<file path="config.mk">
export PLATFORM = sky130hd
export DESIGN_NAME = noobs_mem_arb_flat
export DESIGN_NICKNAME = d
export VERILOG_FILES = /design/src/rtl/noobs_mem_arb_pkg.sv /design/src/rtl/noobs_mem_arb_if.sv /design/src/rtl/noobs_rr_pick.sv /design/src/rtl/noobs_mem_arb.sv /design/src/flat_wrapper.sv
export SDC_FILE = /design/constraint.sdc
export NUM_CORES = 1
export LEC_CHECK = 0
export BUFFER_PORTS_ARGS = -buffer_cell sky130_fd_sc_hd__buf_2
export CORE_MARGIN = 2
export CORE_UTILIZATION = 40
export CTS_BUF_LIST = sky130_fd_sc_hd__clkbuf_16
export DETAILED_ROUTE_END_ITERATION = 8
export PLACE_DENSITY_LB_ADDON = 0.25
export SLEW_MARGIN = 20
export SYNTH_ARGS = -nofsm -noshare
export SYNTH_HDL_FRONTEND = slang
export SYNTH_SLANG_ARGS = --single-unit
</file>
<file path="constraint.sdc">
create_clock -name clk -period 4.6 [get_ports clk]
set_clock_uncertainty 0.1 [all_clocks]
set_input_delay 0.92 -clock clk [delete_from_list [all_inputs] [get_ports clk]]
set_output_delay 0.92 -clock clk [all_outputs]
set_load 0.005 [all_outputs]
</file>
<file path="src/rtl/noobs_mem_arb_pkg.sv">
// Shared types and helpers for the noobs memory arbiter.
package noobs_mem_arb_pkg;

   typedef enum logic [1:0] {
      ST_IDLE   = 2'd0,
      ST_ACCESS = 2'd1,
      ST_RESP   = 2'd2
   } state_t;

   localparam int RR_FIXED = 0;
   localparam int RR_ROUND = 1;

   // Smallest r with 2**r >= value.
   function automatic int noobs_clog2(input int value);
      int r;
      r = 0;
      while ((1 << r) < value) r++;
      return r;
   endfunction

endpackage

</file>
<file path="src/rtl/noobs_mem_arb_if.sv">
// Requester and memory bus bundle for the noobs memory arbiter.
interface noobs_mem_arb_if #(
   parameter int ADDR_W = 12,
   parameter int DATA_W = 8,
   parameter int NUM_CH = 2
);
   logic [NUM_CH-1:0]        ch_req;
   logic [NUM_CH-1:0]        ch_wr;
   logic [NUM_CH*ADDR_W-1:0] ch_addr;
   logic [NUM_CH*DATA_W-1:0] ch_wdata;
   logic [NUM_CH-1:0]        ch_gnt;
   logic [NUM_CH-1:0]        ch_done;
   logic [NUM_CH-1:0]        ch_err;
   logic [DATA_W-1:0]        ch_rdata;
   logic                     mem_en;
   logic                     mem_rd;
   logic                     mem_wr;
   logic [ADDR_W-1:0]        mem_addr;
   logic [DATA_W-1:0]        mem_wdata;
   logic [DATA_W-1:0]        mem_rdata;
   logic                     mem_rdy;
   logic                     busy;

   // Arbiter side.
   modport slave (
      input  ch_req, ch_wr, ch_addr, ch_wdata, mem_rdata, mem_rdy,
      output ch_gnt, ch_done, ch_err, ch_rdata,
             mem_en, mem_rd, mem_wr, mem_addr, mem_wdata, busy
   );

   // Requesters plus memory, i.e. everything around the arbiter.
   modport master (
      output ch_req, ch_wr, ch_addr, ch_wdata, mem_rdata, mem_rdy,
      input  ch_gnt, ch_done, ch_err, ch_rdata,
             mem_en, mem_rd, mem_wr, mem_addr, mem_wdata, busy
   );
endinterface

</file>
<file path="src/rtl/noobs_rr_pick.sv">
// Combinational winner selection: fixed priority (ch0 first) or
// round-robin starting just above the previous winner.
module noobs_rr_pick
   import noobs_mem_arb_pkg::*;
#(
   parameter int NUM_CH = 2,
   parameter int IDX_W  = 1
) (
   input  logic [NUM_CH-1:0] i_req,
   input  logic [IDX_W-1:0]  i_last,
   input  logic              i_mode,
   output logic [NUM_CH-1:0] o_gnt,
   output logic [IDX_W-1:0]  o_idx
);

   logic w_found;
   int   w_best;
   int   w_dist;

   // Each channel gets a distance from the search start; the nearest active one wins.
   always_comb begin
      o_gnt   = '0;
      o_idx   = '0;
      w_found = 1'b0;
      w_best  = NUM_CH;
      w_dist  = 0;
      for (int k = 0; k < NUM_CH; k++) begin
         w_dist = i_mode ? ((k + 2 * NUM_CH - int'(i_last) - 1) % NUM_CH) : k;
         if (i_req[k] && (w_dist < w_best)) begin
            w_best  = w_dist;
            o_idx   = IDX_W'(k);
            w_found = 1'b1;
         end
      end
      for (int k = 0; k < NUM_CH; k++) begin
         o_gnt[k] = w_found && (o_idx == IDX_W'(k));
      end
   end

endmodule

</file>
<file path="src/rtl/noobs_mem_arb.sv">
// Multi-channel single-port memory arbiter with access timeout.
//
//   state     | meaning
//   ----------+--------------------------------------------------
//   ST_IDLE   | waiting for a request; arbitrates and grants
//   ST_ACCESS | memory access driven, waiting for mem_rdy/timeout
//   ST_RESP   | pulse done or err to the winner, record winner
module noobs_mem_arb
   import noobs_mem_arb_pkg::*;
#(
   parameter int ADDR_W  = 12,
   parameter int DATA_W  = 8,
   parameter int NUM_CH  = 2,
   parameter int RR_MODE = 0,
   parameter int TMO_CYC = 255
) (
   input  logic           clk,
   input  logic           reset,
   noobs_mem_arb_if.slave bus
);

   localparam int IDX_W = noobs_clog2(NUM_CH);
   localparam int TMO_W = noobs_clog2(TMO_CYC + 1);
   localparam logic [TMO_W-1:0] TMO_END  = TMO_W'(TMO_CYC);
   localparam logic [IDX_W-1:0] LAST_RST = IDX_W'(NUM_CH - 1);

   state_t              r_state;
   logic [IDX_W-1:0]    r_last;
   logic [IDX_W-1:0]    r_win_idx;
   logic [NUM_CH-1:0]   r_win_oh;
   logic                r_wr_l;
   logic                r_tmo_l;
   logic [TMO_W-1:0]    r_tmo_cnt;
   logic [NUM_CH-1:0]   r_gnt;
   logic [NUM_CH-1:0]   r_done;
   logic [NUM_CH-1:0]   r_err;
   logic [DATA_W-1:0]   r_rdata;
   logic                r_mem_en;
   logic                r_mem_rd;
   logic                r_mem_wr;
   logic [ADDR_W-1:0]   r_mem_addr;
   logic [DATA_W-1:0]   r_mem_wdata;
   logic                r_busy;

   logic                w_mode;
   logic [NUM_CH-1:0]   w_win_oh;
   logic [IDX_W-1:0]    w_win_idx;
   logic                w_sel_wr;
   logic [ADDR_W-1:0]   w_sel_addr;
   logic [DATA_W-1:0]   w_sel_wdata;
   logic [TMO_W-1:0]    w_tmo_next;

   assign w_mode     = (RR_MODE == RR_ROUND);
   assign w_sel_wr   = |(bus.ch_wr & w_win_oh);
   assign w_tmo_next = r_tmo_cnt + 1'b1;

   noobs_rr_pick #(
      .NUM_CH (NUM_CH),
      .IDX_W  (IDX_W)
   ) u_pick (
      .i_req  (bus.ch_req),
      .i_last (r_last),
      .i_mode (w_mode),
      .o_gnt  (w_win_oh),
      .o_idx  (w_win_idx)
   );

   // Mux the winning channel's address and write data out of the packed buses.
   always_comb begin
      w_sel_addr  = '0;
      w_sel_wdata = '0;
      for (int k = 0; k < NUM_CH; k++) begin
         if (w_win_oh[k]) begin
            w_sel_addr  = w_sel_addr  | bus.ch_addr[k*ADDR_W +: ADDR_W];
            w_sel_wdata = w_sel_wdata | bus.ch_wdata[k*DATA_W +: DATA_W];
         end
      end
   end

   // Transaction FSM; every output is a register updated here.
   always_ff @(posedge clk) begin
      if (reset) begin
         r_state     <= ST_IDLE;
         r_last      <= LAST_RST;
         r_win_idx   <= '0;
         r_win_oh    <= '0;
         r_wr_l      <= 1'b0;
         r_tmo_l     <= 1'b0;
         r_tmo_cnt   <= '0;
         r_gnt       <= '0;
         r_done      <= '0;
         r_err       <= '0;
         r_rdata     <= '0;
         r_mem_en    <= 1'b0;
         r_mem_rd    <= 1'b0;
         r_mem_wr    <= 1'b0;
         r_mem_addr  <= '0;
         r_mem_wdata <= '0;
         r_busy      <= 1'b0;
      end else begin
         r_gnt  <= '0;
         r_done <= '0;
         r_err  <= '0;
         case (r_state)
            ST_IDLE: begin
               if (|bus.ch_req) begin
                  r_win_oh    <= w_win_oh;
                  r_win_idx   <= w_win_idx;
                  r_wr_l      <= w_sel_wr;
                  r_mem_addr  <= w_sel_addr;
                  r_mem_wdata <= w_sel_wdata;
                  r_gnt       <= w_win_oh;
                  r_mem_en    <= 1'b1;
                  r_mem_rd    <= !w_sel_wr;
                  r_mem_wr    <= w_sel_wr;
                  r_tmo_cnt   <= '0;
                  r_busy      <= 1'b1;
                  r_state     <= ST_ACCESS;
               end
            end
            ST_ACCESS: begin
               // A ready on the final allowed cycle still wins over the timeout.
               if (bus.mem_rdy) begin
                  if (!r_wr_l) r_rdata <= bus.mem_rdata;
                  r_tmo_l  <= 1'b0;
                  r_mem_en <= 1'b0;
                  r_mem_rd <= 1'b0;
                  r_mem_wr <= 1'b0;
                  r_state  <= ST_RESP;
               end else begin
                  r_tmo_cnt <= w_tmo_next;
                  if (w_tmo_next == TMO_END) begin
                     r_tmo_l  <= 1'b1;
                     r_mem_en <= 1'b0;
                     r_mem_rd <= 1'b0;
                     r_mem_wr <= 1'b0;
                     r_state  <= ST_RESP;
                  end
               end
            end
            ST_RESP: begin
               if (r_tmo_l) r_err  <= r_win_oh;
               else         r_done <= r_win_oh;
               r_last  <= r_win_idx;
               r_busy  <= 1'b0;
               r_state <= ST_IDLE;
            end
            default: begin
               r_state <= ST_IDLE;
            end
         endcase
      end
   end

   assign bus.ch_gnt    = r_gnt;
   assign bus.ch_done   = r_done;
   assign bus.ch_err    = r_err;
   assign bus.ch_rdata  = r_rdata;
   assign bus.mem_en    = r_mem_en;
   assign bus.mem_rd    = r_mem_rd;
   assign bus.mem_wr    = r_mem_wr;
   assign bus.mem_addr  = r_mem_addr;
   assign bus.mem_wdata = r_mem_wdata;
   assign bus.busy      = r_busy;

   // Memory strobes must be exclusive and idle with enable low; grants one-hot or zero.
   a_mem_ctl: assert property (@(posedge clk) disable iff (reset)
      !(r_mem_en && r_mem_rd && r_mem_wr) && (r_mem_en || !(r_mem_rd || r_mem_wr)));
   a_gnt_oh: assert property (@(posedge clk) disable iff (reset) $onehot0(r_gnt));

endmodule

</file>
<file path="src/flat_wrapper.sv">
// flat-port wrapper written by rule: the top's interface ports become plain ports
module noobs_mem_arb_flat import noobs_mem_arb_pkg::*;
#(
   parameter int ADDR_W  = 12,
   parameter int DATA_W  = 8,
   parameter int NUM_CH  = 2,
   parameter int RR_MODE = 0,
   parameter int TMO_CYC = 255
)
  (clk, reset, bus_ch_req, bus_ch_wr, bus_ch_addr, bus_ch_wdata, bus_mem_rdata, bus_mem_rdy, bus_ch_gnt, bus_ch_done, bus_ch_err, bus_ch_rdata, bus_mem_en, bus_mem_rd, bus_mem_wr, bus_mem_addr, bus_mem_wdata, bus_busy);
  noobs_mem_arb_if #(.ADDR_W(ADDR_W), .DATA_W(DATA_W), .NUM_CH(NUM_CH)) bus_i ();
  input  logic clk;
  input  logic reset;
  input wire logic [$bits(bus_i.ch_req)-1:0] bus_ch_req;
  input wire logic [$bits(bus_i.ch_wr)-1:0] bus_ch_wr;
  input wire logic [$bits(bus_i.ch_addr)-1:0] bus_ch_addr;
  input wire logic [$bits(bus_i.ch_wdata)-1:0] bus_ch_wdata;
  input wire logic [$bits(bus_i.mem_rdata)-1:0] bus_mem_rdata;
  input wire logic [$bits(bus_i.mem_rdy)-1:0] bus_mem_rdy;
  output wire logic [$bits(bus_i.ch_gnt)-1:0] bus_ch_gnt;
  output wire logic [$bits(bus_i.ch_done)-1:0] bus_ch_done;
  output wire logic [$bits(bus_i.ch_err)-1:0] bus_ch_err;
  output wire logic [$bits(bus_i.ch_rdata)-1:0] bus_ch_rdata;
  output wire logic [$bits(bus_i.mem_en)-1:0] bus_mem_en;
  output wire logic [$bits(bus_i.mem_rd)-1:0] bus_mem_rd;
  output wire logic [$bits(bus_i.mem_wr)-1:0] bus_mem_wr;
  output wire logic [$bits(bus_i.mem_addr)-1:0] bus_mem_addr;
  output wire logic [$bits(bus_i.mem_wdata)-1:0] bus_mem_wdata;
  output wire logic [$bits(bus_i.busy)-1:0] bus_busy;
  assign bus_i.ch_req = bus_ch_req;
  assign bus_i.ch_wr = bus_ch_wr;
  assign bus_i.ch_addr = bus_ch_addr;
  assign bus_i.ch_wdata = bus_ch_wdata;
  assign bus_i.mem_rdata = bus_mem_rdata;
  assign bus_i.mem_rdy = bus_mem_rdy;
  assign bus_ch_gnt = bus_i.ch_gnt;
  assign bus_ch_done = bus_i.ch_done;
  assign bus_ch_err = bus_i.ch_err;
  assign bus_ch_rdata = bus_i.ch_rdata;
  assign bus_mem_en = bus_i.mem_en;
  assign bus_mem_rd = bus_i.mem_rd;
  assign bus_mem_wr = bus_i.mem_wr;
  assign bus_mem_addr = bus_i.mem_addr;
  assign bus_mem_wdata = bus_i.mem_wdata;
  assign bus_busy = bus_i.busy;
  noobs_mem_arb #(.ADDR_W(ADDR_W), .DATA_W(DATA_W), .NUM_CH(NUM_CH), .RR_MODE(RR_MODE), .TMO_CYC(TMO_CYC)) u_core (.clk(clk), .reset(reset), .bus(bus_i));
endmodule
</file>
==> impl_metrics.tcl <==
set metrics [dict create \
    status "finished, final reports clean" \
    finalWorstPathRequiredPeriod_ns 2.668 \
    clock_sink_count 52 \
    unrepaired_setup_endpoints_after_global_routing "false" \
    slowest_stage_cell_on_the_critical_path "sky130_fd_sc_hd__or3_1" \
    worstPathMaxFanout 26 \
    cts-hold-fix-buffers 0 \
    synth_area_leaders "sky130_fd_sc_hd__dfxtp_1 (44%), sky130_fd_sc_hd__nor2_1 (7.5%), sky130_fd_sc_hd__a211oi_1 (6.4%)" \
    pwr-share-clk_pct 33.3 \
    finalMaxSlewViolations 0 \
    syn_nets 328 \
    numPortBuffers 92 \
    worstPathRequired_ns 4.68 \
    cp_data_arrival_time_ns 2.75 \
    seq_area_frac_synth_pct 44.35 \
    clockBufferDepth 2 \
    finalHoldViolations 0 \
    die-width_microns 80.61 \
    layout-drive-gt1-share_pct 30.95 \
    area.growth.synth_to_final_pct 24.57 \
    fraction_of_power_consumed_by_sequential_logic_pct 49.3 \
    power_density_nw_per_um2 352.3 \
    globalRouteTotalUtil_pct 17.92 \
    post-cts-setup-buffers 0 \
    route.detailed.vias_per_inst 5.152 \
    num_vias 2169 \
    final-setup-viol-count 0 \
    p_int_uw 762.8 \
    post-dp-hpwl_microns 3731 \
    timing.max_cap.violations 0 \
    clk_pin_slew_worst_paths_ns 0.06 \
    ys_seq_elements 52 \
    timing.fmax_ghz 0.3748 \
    diodes 0 \
    total_number_of_yosys_warnings 0 \
    critical_path.cell_chain "buf_2 > nor2_1 > or3_1 > o21ai_0 > nor2b_1 > a41o_2" \
    floorplan.core_area_sq_um 5574 \
    kind_of_critical_path "in2reg" \
    final.period_utilization_pct 58.01 \
    synthAdderAreaFrac_pct 1.066 \
    gr-total-overflow 0 \
    rows 27 \
    number_of_top_level_pins 93 \
    die_height_microns 80.61 \
    max_stage_delay_ns 0.69 \
    place.gp.congestion 0.7951 \
    cts_inserted_buffers 5 \
    switching_share_pct 25.96 \
    net-switching-power_uw 267.5 \
    yosysUniqueCellTypes 42 \
    tightest_slew_ns 0.9475 \
    postRouteAntennaNets 0 \
    dpl_worst_slack_ns 1.614 \
    netlist.top_cell.by_area "sky130_fd_sc_hd__dfxtp_1" \
    count_of_nets_after_finishing 406 \
    footprint_of_the_multi_input_gates_sq_um 1172 \
    power.share.combinational_pct 17.4 \
    grt_pass1_vias 2066 \
    syn-cell-area_sq_um 2347 \
    post-route-worst-setup-slack_ns 1.932 \
    start_util_pct 42.11 \
    yosys.area_share.simple_pct 26.76 \
    relSlewSlack_pct 36.83 \
    die_area_sq_um 6497 \
    area.sequential_sq_um 1041 \
    first_pass_grt_wire_length_microns 9328 \
    share_of_the_synthesized_area_in_compound_gates_ao_oa_aoi_oai_pct 17.91 \
    cts.htree.levels 2 \
    fillerInstances 555 \
    grt_start_max_net_pins 53 \
    postRouteWirelength_microns 5412 \
    synth-xor-area-share_pct 0.3731 \
    clock_insertion_delay_worst_skew_ns 0.28 \
    setup.worst_path.end_class "register" \
    post-route-drc-count 0 \
    postSynthAreaPerCell_sq_um 8.661 \
    synth_top_family_by_area "simple AND/OR/NAND/NOR gates" \
    tritoncts "built" \
    min-delay-path-class "reg2reg" \
    drtIter0Drc 90 \
    postCtsResizedCells 0 \
    startpoint_type "primary input" \
    synth.area.mux_share_pct 3.838 \
    yosysTopAreaCellShare_pct 44.35 \
    antenna_found_initial 0 \
    leakagePower_nw 1.343 \
    holdWs_ns 0.3886 \
    route.detailed.wl_per_inst_microns 12.86 \
    peakVddDrop_v 0.0001498 \
    drt_first_pass_iters 4 \
    register_to_register_setup_slack_ns 2.46 \
    totalNegativeSetupSlack_ns 0 \
    synthesized_instance_count 271 \
    clk_root_buffer_cell "sky130_fd_sc_hd__clkbuf_16" \
]
[Yosys cell counts]
| library cell | count |
|---|---|
| sky130_fd_sc_hd__buf_2 | 2 |
| sky130_fd_sc_hd__nand4_1 | 1 |
| sky130_fd_sc_hd__dfxtp_1 | 52 |
| sky130_fd_sc_hd__mux2i_1 | 9 |
| sky130_fd_sc_hd__and2_1 | 2 |
| sky130_fd_sc_hd__nor3_2 | 1 |
| sky130_fd_sc_hd__nor2b_1 | 4 |
| sky130_fd_sc_hd__a31oi_1 | 3 |
| sky130_fd_sc_hd__a2111oi_4 | 1 |
| sky130_fd_sc_hd__or3_1 | 3 |
| sky130_fd_sc_hd__o31ai_4 | 1 |
| sky130_fd_sc_hd__clkbuf_1 | 15 |
| sky130_fd_sc_hd__a32oi_2 | 1 |
| sky130_fd_sc_hd__a211oi_1 | 20 |
| sky130_fd_sc_hd__nand2b_1 | 1 |
| sky130_fd_sc_hd__a41o_2 | 2 |
| sky130_fd_sc_hd__nand4b_1 | 1 |
| sky130_fd_sc_hd__nand3_1 | 3 |
| sky130_fd_sc_hd__buf_4 | 1 |
| sky130_fd_sc_hd__a221oi_1 | 3 |
| sky130_fd_sc_hd__buf_6 | 2 |
| sky130_fd_sc_hd__o21ai_0 | 7 |
| sky130_fd_sc_hd__and2_4 | 1 |
| sky130_fd_sc_hd__nor4b_1 | 3 |
| sky130_fd_sc_hd__xor2_1 | 1 |
| sky130_fd_sc_hd__and3_1 | 19 |
| sky130_fd_sc_hd__a21oi_1 | 11 |
| sky130_fd_sc_hd__or3_4 | 1 |
| sky130_fd_sc_hd__nor3_1 | 25 |
| sky130_fd_sc_hd__a41oi_1 | 1 |
| sky130_fd_sc_hd__o31ai_1 | 2 |
| sky130_fd_sc_hd__nor2_1 | 47 |
| sky130_fd_sc_hd__clkbuf_2 | 1 |
| sky130_fd_sc_hd__ha_1 | 2 |
| sky130_fd_sc_hd__inv_1 | 5 |
| sky130_fd_sc_hd__nor2_2 | 1 |
| sky130_fd_sc_hd__clkbuf_8 | 1 |
| sky130_fd_sc_hd__a22o_1 | 1 |
| sky130_fd_sc_hd__a41o_1 | 1 |
| sky130_fd_sc_hd__nand3b_1 | 2 |
| sky130_fd_sc_hd__o21ai_1 | 1 |
| sky130_fd_sc_hd__nand2_1 | 10 |
[cell type report]
cell class                      instances  area share (%)
Clock buffer                            5           4.279
Clock inverter                          2          0.2995
Inverter                                5          0.6418
Multi-Input combinational cell        192           40.09
Sequential cell                        52           35.60
Tap cell                               72           3.081
Timing Repair Buffer                   93           16.00
[worst max-delay path: cells and delay by family]
family,cells,cell delay [ns]
AND/OR/NAND/NOR,3,1.14
AO/OA/AOI/OAI,2,0.42
buffers and inverters,1,0.25
[power groups by stage]
stage | logic (mW) | registers, mW | clock network (mW)
after floorplan | 0.113 | 0.515 | 0
after global placement | 0.181 | 0.517 | 0
after detailed placement | 0.182 | 0.517 | 0
after CTS | 0.182 | 0.507 | 0.353
after global routing | 0.206 | 0.512 | 0.371
final | 0.180 | 0.508 | 0.343
[logic make-up (layout without fill, tap and decap cells)]
family | after synthesis | count (layout)
xor gates and xnor gates | 1 | 1
DFF | 52 | 52
AOI/OAI and AO/OA | 55 | 55
and+or+nand+nor | 125 | 125
adders and majority gates | 2 | 2
buffers and inverters | 27 | 105
muxes | 9 | 9
[final timing paths]
kind	startpoint	end	depth (start not counted)
worst max register to register	u_core.r_tmo_cnt[0]	u_core.r_state[1]	6
worst max-delay path	bus_ch_req[0]	u_core.bus.mem_rd	6
worst min-delay path	u_core.bus.ch_rdata[4]	u_core.bus.ch_rdata[4]	2
worst min register to register	u_core.bus.ch_rdata[4]	u_core.bus.ch_rdata[4]	2
[cell usage in the layout, fill, tap and decap left out, types with 2 or more instances in the layout]
| master | count |
|---|---|
| sky130_fd_sc_hd__a211oi_1 | 20 |
| sky130_fd_sc_hd__o31ai_1 | 2 |
| sky130_fd_sc_hd__nor2_1 | 47 |
| sky130_fd_sc_hd__or3_1 | 3 |
| sky130_fd_sc_hd__nand3b_1 | 2 |
| sky130_fd_sc_hd__clkbuf_16 | 5 |
| sky130_fd_sc_hd__o21ai_0 | 7 |
| sky130_fd_sc_hd__dfxtp_1 | 52 |
| sky130_fd_sc_hd__nor2b_1 | 4 |
| sky130_fd_sc_hd__mux2i_1 | 9 |
| sky130_fd_sc_hd__ha_1 | 2 |
| sky130_fd_sc_hd__nor3_1 | 25 |
| sky130_fd_sc_hd__nor4b_1 | 3 |
| sky130_fd_sc_hd__a21oi_1 | 11 |
| sky130_fd_sc_hd__inv_1 | 6 |
| sky130_fd_sc_hd__a221oi_1 | 3 |
| sky130_fd_sc_hd__buf_2 | 92 |
| sky130_fd_sc_hd__and3_1 | 19 |
| sky130_fd_sc_hd__a41o_2 | 2 |
| sky130_fd_sc_hd__a31oi_1 | 3 |
| sky130_fd_sc_hd__nand3_1 | 3 |
| sky130_fd_sc_hd__nand2_1 | 10 |
| sky130_fd_sc_hd__and2_1 | 2 |
[state kept, by name (all words and copies together), names as in the netlist]
register	count
u_core.bus.ch_gnt	2
u_core.r_tmo_l	1
u_core.bus.mem_addr	12
u_core.r_win_oh	2
u_core.r_state	2
u_core.bus.mem_wr	1
u_core.bus.ch_done	2
u_core.r_wr_l	1
u_core.bus.mem_wdata	8
u_core.bus.mem_rd	1
u_core.bus.ch_rdata	8
u_core.bus.ch_err	2
u_core.bus.mem_en	1
u_core.r_tmo_cnt	8
u_core.bus.busy	1
[through the flow]
stage	power [mW]	util, %	instances	cell area [sq um]
floorplan	0.6281	-	271	2347
global placement	0.6978	50.06	414	2790
detailed placement	0.6991	50.06	414	2790
CTS	1.043	52.46	421	2924
global route	1.089	52.46	421	2924
finish	1.030	52.46	421	2924
[metal layers]
metal  global-route usage [%]  vias to the layer above  part of all wire, %
met1                    23.79                      978                   48
met4                    5.593                        0                  1.4
met2                    29.58                       57                   46
li1                         -                     1128                    -
met5                        0                        -                    0
met3                    3.034                        6                  5.2
No activity file was read; power rests on OpenSTA's default activity.
